### src/rtl/dram_pkg.sv
// Shared definitions for the DRAM host controller and the 16x8 memory model:
// widths, memory state encodings, controller state encodings.
package dram_pkg;

    localparam int ADDR_W = 4;
    localparam int DATA_W = 8;

    // Memory curr_state encodings, shared with the memory model
    localparam logic [1:0] MS_IDLE    = 2'b00;
    localparam logic [1:0] MS_READ    = 2'b01;
    localparam logic [1:0] MS_WRITE   = 2'b10;
    localparam logic [1:0] MS_REFRESH = 2'b11;

    typedef logic [1:0] ctrl_state_t;

    localparam ctrl_state_t C_IDLE  = 2'd0;
    localparam ctrl_state_t C_ISSUE = 2'd1;
    localparam ctrl_state_t C_WAIT  = 2'd2;

    function automatic logic [3:0] sat_inc4(input logic [3:0] v);
        return (v == 4'hF) ? v : v + 4'd1;
    endfunction

endpackage

### src/rtl/dram_ctrl_if.sv
// Host command/response bundle for dram_ctrl: valid/ready command channel
// plus a one-cycle response pulse.
interface dram_ctrl_if;
    import dram_pkg::*;

    logic              cmd_valid;
    logic              cmd_ready;
    logic              cmd_we;
    logic [ADDR_W-1:0] cmd_addr;
    logic [DATA_W-1:0] cmd_wdata;
    logic              rsp_valid;
    logic              rsp_we;
    logic [DATA_W-1:0] rsp_data;

    modport master (
        output cmd_valid, cmd_we, cmd_addr, cmd_wdata,
        input  cmd_ready, rsp_valid, rsp_we, rsp_data
    );

    modport slave (
        input  cmd_valid, cmd_we, cmd_addr, cmd_wdata,
        output cmd_ready, rsp_valid, rsp_we, rsp_data
    );

endinterface

### src/rtl/dram_refresh_timer.sv
// Tracks cycles since the memory last sat in REFRESH and flags when requests
// must be withheld; also counts every observed REFRESH cycle.
module dram_refresh_timer
    import dram_pkg::*;
#(
    parameter int REF_INTERVAL = 8
) (
    input  logic       clk,
    input  logic       reset,
    input  logic [1:0] mem_state,
    output logic       refresh_due,
    output logic [7:0] refresh_count
);

    logic [3:0] ref_cnt;

    always_ff @(posedge clk) begin
        if (reset) begin
            ref_cnt       <= '0;
            refresh_count <= '0;
        end else if (mem_state == MS_REFRESH) begin
            ref_cnt       <= '0;
            refresh_count <= refresh_count + 8'd1;
        end else begin
            ref_cnt       <= sat_inc4(ref_cnt);
        end
    end

    assign refresh_due = (ref_cnt >= 4'(REF_INTERVAL));

endmodule

### src/rtl/dram_ctrl.sv
// Host-side initiator for the 16x8 DRAM model: accepts one command at a time,
// issues it in the memory's IDLE slot, and returns a one-cycle response.
module dram_ctrl
    import dram_pkg::*;
#(
    parameter int REF_INTERVAL = 8
) (
    input  logic              clk,
    input  logic              reset,
    dram_ctrl_if.slave        host,
    output logic              mem_read_r,
    output logic              mem_write_r,
    output logic [ADDR_W-1:0] mem_addr,
    output logic [DATA_W-1:0] mem_data,
    input  logic [DATA_W-1:0] mem_read_data,
    input  logic [1:0]        mem_state,
    output logic [7:0]        refresh_count,
    output logic              proto_err
);

    ctrl_state_t state;
    logic        we_p0;
    logic        refresh_due;
    logic        accept;
    logic        issue_ok;
    logic [1:0]  exp_state;

    dram_refresh_timer #(
        .REF_INTERVAL (REF_INTERVAL)
    ) u_refresh_timer (
        .clk           (clk),
        .reset         (reset),
        .mem_state     (mem_state),
        .refresh_due   (refresh_due),
        .refresh_count (refresh_count)
    );

    assign host.cmd_ready = (state == C_IDLE) || (state == C_WAIT);
    assign accept         = host.cmd_valid && host.cmd_ready;

    // Requests are combinational on state so a reset drops them immediately
    assign issue_ok    = (state == C_ISSUE) && (mem_state == MS_IDLE) && !refresh_due;
    assign mem_read_r  = issue_ok && !we_p0;
    assign mem_write_r = issue_ok && we_p0;
    assign exp_state   = we_p0 ? MS_WRITE : MS_READ;

    always_ff @(posedge clk) begin
        if (reset) begin
            state          <= C_IDLE;
            we_p0          <= 1'b0;
            mem_addr       <= '0;
            mem_data       <= '0;
            host.rsp_valid <= 1'b0;
            host.rsp_we    <= 1'b0;
            host.rsp_data  <= '0;
            proto_err      <= 1'b0;
        end else begin
            host.rsp_valid <= 1'b0;
            if (accept) begin
                we_p0    <= host.cmd_we;
                mem_addr <= host.cmd_addr;
                mem_data <= host.cmd_wdata;
            end
            case (state)
                C_IDLE: begin
                    if (accept) state <= C_ISSUE;
                end
                C_ISSUE: begin
                    if (issue_ok) state <= C_WAIT;
                end
                C_WAIT: begin
                    // Memory is mid-operation here; the response goes out regardless
                    host.rsp_valid <= 1'b1;
                    host.rsp_we    <= we_p0;
                    if (!we_p0) host.rsp_data <= mem_read_data;
                    if (mem_state != exp_state) proto_err <= 1'b1;
                    state <= accept ? C_ISSUE : C_IDLE;
                end
                default: state <= C_IDLE;
            endcase
        end
    end

endmodule
### src/flat_wrapper.sv
// flat-port wrapper written by rule: the top's interface ports become plain ports
module dram_ctrl_flat import dram_pkg::*;
#(
    parameter int REF_INTERVAL = 8
)
  (clk, reset, mem_read_r, mem_write_r, mem_addr, mem_data, mem_read_data, mem_state, refresh_count, proto_err, host_cmd_valid, host_cmd_we, host_cmd_addr, host_cmd_wdata, host_cmd_ready, host_rsp_valid, host_rsp_we, host_rsp_data);
  dram_ctrl_if host_i ();
  input  logic clk;
  input  logic reset;
  output logic mem_read_r;
  output logic mem_write_r;
  output logic [ADDR_W-1:0] mem_addr;
  output logic [DATA_W-1:0] mem_data;
  input  logic [DATA_W-1:0] mem_read_data;
  input  logic [1:0] mem_state;
  output logic [7:0] refresh_count;
  output logic proto_err;
  input wire logic [$bits(host_i.cmd_valid)-1:0] host_cmd_valid;
  input wire logic [$bits(host_i.cmd_we)-1:0] host_cmd_we;
  input wire logic [$bits(host_i.cmd_addr)-1:0] host_cmd_addr;
  input wire logic [$bits(host_i.cmd_wdata)-1:0] host_cmd_wdata;
  output wire logic [$bits(host_i.cmd_ready)-1:0] host_cmd_ready;
  output wire logic [$bits(host_i.rsp_valid)-1:0] host_rsp_valid;
  output wire logic [$bits(host_i.rsp_we)-1:0] host_rsp_we;
  output wire logic [$bits(host_i.rsp_data)-1:0] host_rsp_data;
  assign host_i.cmd_valid = host_cmd_valid;
  assign host_i.cmd_we = host_cmd_we;
  assign host_i.cmd_addr = host_cmd_addr;
  assign host_i.cmd_wdata = host_cmd_wdata;
  assign host_cmd_ready = host_i.cmd_ready;
  assign host_rsp_valid = host_i.rsp_valid;
  assign host_rsp_we = host_i.rsp_we;
  assign host_rsp_data = host_i.rsp_data;
  dram_ctrl #(.REF_INTERVAL(REF_INTERVAL)) u_core (.clk(clk), .reset(reset), .host(host_i), .mem_read_r(mem_read_r), .mem_write_r(mem_write_r), .mem_addr(mem_addr), .mem_data(mem_data), .mem_read_data(mem_read_data), .mem_state(mem_state), .refresh_count(refresh_count), .proto_err(proto_err));
endmodule
### config.mk
export PLATFORM = sky130hd
export DESIGN_NAME = dram_ctrl_flat
export DESIGN_NICKNAME = d
export VERILOG_FILES = /design/src/rtl/dram_pkg.sv /design/src/rtl/dram_ctrl_if.sv /design/src/rtl/dram_refresh_timer.sv /design/src/rtl/dram_ctrl.sv /design/src/flat_wrapper.sv
export SDC_FILE = /design/constraint.sdc
export NUM_CORES = 1
export LEC_CHECK = 0
export ABC_AREA = 1
export CAP_MARGIN = 5
export CORE_UTILIZATION = 42
export CTS_CLUSTER_SIZE = 14
export DETAILED_ROUTE_END_ITERATION = 6
export MAX_ROUTING_LAYER = met4
export PLACE_DENSITY = 0.88
export SYNTH_ARGS = -nofsm -noshare
export SYNTH_HDL_FRONTEND = slang
export SYNTH_SLANG_ARGS = --single-unit
### constraint.sdc
create_clock -name clk -period 1.6 [get_ports clk]
set_clock_uncertainty 0.15 [all_clocks]
set_input_delay 0.16 -clock clk [delete_from_list [all_inputs] [get_ports clk]]
set_output_delay 0.16 -clock clk [all_outputs]
set_load 0.02 [all_outputs]
==> run metrics <==
number of routed nets with antenna violations=0; H-tree depth=2; Die Ht=around 62 um; Final HPWL DP=2490 um; Pre-antenna DRT Iters=4; grt total ovfl=0; Min-Delay Path Class=primary input to register; post-synthesis sequential area ratio=between 50% and 60%; CP endpoint kind=primary output; post-placement cell count=around 320; setup bufs post-CTS=0; WL/cell=10.3 um; n_diodes=0; CTS Buffer Depth=2; DR vias/cell=4.60; IO Count=60; top post-synthesis cells by area=dfxtp_1 50%, nor2_1 15%, o21ai_0 8.0%; vias in the first global route=between 1000 and 1500; Yosys reg bits=38; reg-to-reg startpoint=u_core.state[1]$_SDFFE_PP0P_; slew margin rel.=between 70 and 80%; achievable frequency=644 MHz; CTS tree=done; Chip Width=roughly 62 um; RSZ-0062 raised after global routing=yes; final hold violation count=0; Yosys warnings=0; Total Wirelength=between 3000 and 4000 um; Slew Limit Fails=0; gr usage total=19.3%; Synth Area per Inst=between 7 and 8 sq um; Critical path origin=u_core.state[0]$_SDFFE_PP0P_; commonest non-fill, non-tap cell in the layout=nor2_1; Fill cells=284; number of max-cap violations=0; post-synth top area share=50.4%; largest net degree at the start of global routing=16; setup TNS=0 ns; Post-Synthesis Cell Area=0.00151 sq mm; worst-path maximum fanout=3; RR Endpoint=u_core.host.rsp_data[0]$_SDFFE_PP0P_; Synth-to-Final Area Change=49.3%; final setup vio count=0; data arrival time of the critical path=1.24 ns; fin crit share=97.0%; nets@finish=305; R2R setup slack=0.29 ns; share of layout cells above drive strength 1=11.6%; Core ar.=0.00339 sq mm; count of cell types in the netlist=18; Starting Density=44.5%; Hold Buf Count CTS=0; register area=roughly 760 sq um; min Tclk post-route=1.55 ns; first-pass GRT wire length=5170 um; Port Buffer Count=between 50 and 60; RD Place Congestion=0.728; FF-to-FF path depth=6; Worst Setup Start Kind=register; critical path required time=1.29 ns; Worst Tran Pin Value=0.351 ns; syn nets=approximately 230; cell accounting for the most synthesized area=dfxtp_1; power density cells=861 mW/mm^2; Root Buffer=clkbuf_4; status=complete, no violations; LEAKAGE=1.11 nW; Row Count=21; Multi-input gate area=649 sq um; most frequent cells in the layout=60 x nor2_1, 37 x dfxtp_1, 32 x dlygate4sd2_1; DR iter-0 viols=105; Synth Instances=204; fin cells=~320; clk_lat worst skew=0.35 ns; Die ar.=0.00384 sq mm; critical path class=register to primary output; drt drc=0; CP Capture Point=mem_write_r; worst vdd ir=about 0.50 mV; initial antenna violation count=0; clock sinks=38; Tot Pwr=1.94 mW; Vias=1486; clock-pin slew on the worst setup and hold paths=0.10 ns; cts bufs inserted=5
cell families after synthesis:
logic type,synth area share (%)
compound gates,11.4
flops,50.4
buf+inv,7.05
simple gates,28.6
fa+ha+maj,2.49
repair_timing:
action                                 4_1_cts  5_1_grt
endpoints found under the hold margin        0        0
setup endpoints to repair                   34        2
pin swaps                                    2        3
resized for setup                           43        2
gates cloned                                 0        0
through the flow:
step / setup WS [ns] / cell area [sq um] / utilization (%) / hold slack (ns)
floorplan: 0.259 / 1510 / - / 0.0791
global placement: -0.258 / 2210 / 65.3 / 0.312
detailed placement: -0.290 / 2210 / 65.3 / 0.321
CTS: 0.00717 / 2250 / 66.3 / 0.217
global route: -0.0650 / 2250 / 66.5 / 0.231
finish: 0.0472 / 2250 / 66.5 / 0.244
worst max-delay path, cell delays in order, from the launching register on:
cell	delay (ns)
dfxtp_2	0.35
inv_2	0.05
nor2_4	0.08
nand4_1	0.14
nor2_1	0.14
buf_4	0.14
state kept, by name (all words and copies together), names as in the netlist:
name                                  count
u_core.host.rsp_data                      8
u_core.mem_data                           8
u_core.u_refresh_timer.refresh_count      8
u_core.mem_addr                           4
u_core.u_refresh_timer.ref_cnt            4
u_core.state                              2
u_core.host.rsp_valid                     1
u_core.host.rsp_we                        1
u_core.proto_err                          1
u_core.we_p0                              1
layout make-up:
type / count / area share [%]
Inverter: 19 / 3.16
Tap cell: 46 / 2.55
Clock inverter: 3 / 1.78
Clock buffer: 5 / 1.67
Sequential cell: 38 / 33.8
Timing Repair Buffer: 71 / 28.2
Multi-Input combinational cell: 141 / 28.8
routing by layer:
| layer | share of wire (%) | vias to the layer above | track usage, % |
|---|---|---|---|
| met5 | 0 | - | - |
| met4 | 0.88 | 0 | 8.25 |
| met3 | 7.0 | 4 | 7.45 |
| met2 | 49 | 46 | 31.2 |
| met1 | 44 | 650 | 21.0 |
| li1 | - | 786 | - |
power by group:
part / switching, mW / internal (mW) / leakage (nW) / total [mW]
Clock: 0.312 / 0.324 / 0.0450 / 0.635
Sequential: 0.0263 / 0.990 / 0.311 / 1.02
Combinational: 0.149 / 0.139 / 0.755 / 0.288
synthesized netlist by cell type, drive strengths merged:
cell type,number
nor2,64
dfxtp,38
nand2,28
o21ai,24
inv,19
nand3,10
a21oi,9
buf,6
ha,3
nand4,1
nor3,1
o21a,1
worst min-delay path by stage:
stage,to,from,slack [ns],cells after the start
2_1_floorplan,u_core.state[0]$_SDFFE_PP0P_,reset,0.08,1
3_3_place_gp,u_core.mem_data[5]$_SDFFE_PP0P_,u_core.mem_data[5]$_SDFFE_PP0P_,0.31,2
3_5_place_dp,u_core.mem_data[5]$_SDFFE_PP0P_,u_core.mem_data[5]$_SDFFE_PP0P_,0.32,2
4_1_cts,u_core.host.rsp_data[2]$_SDFFE_PP0P_,mem_read_data[2],0.22,3
5_1_grt,u_core.host.rsp_data[6]$_SDFFE_PP0P_,mem_read_data[6],0.23,3
6_report,u_core.host.rsp_data[2]$_SDFFE_PP0P_,mem_read_data[2],0.24,3
No activity file was read; power rests on OpenSTA's default activity.
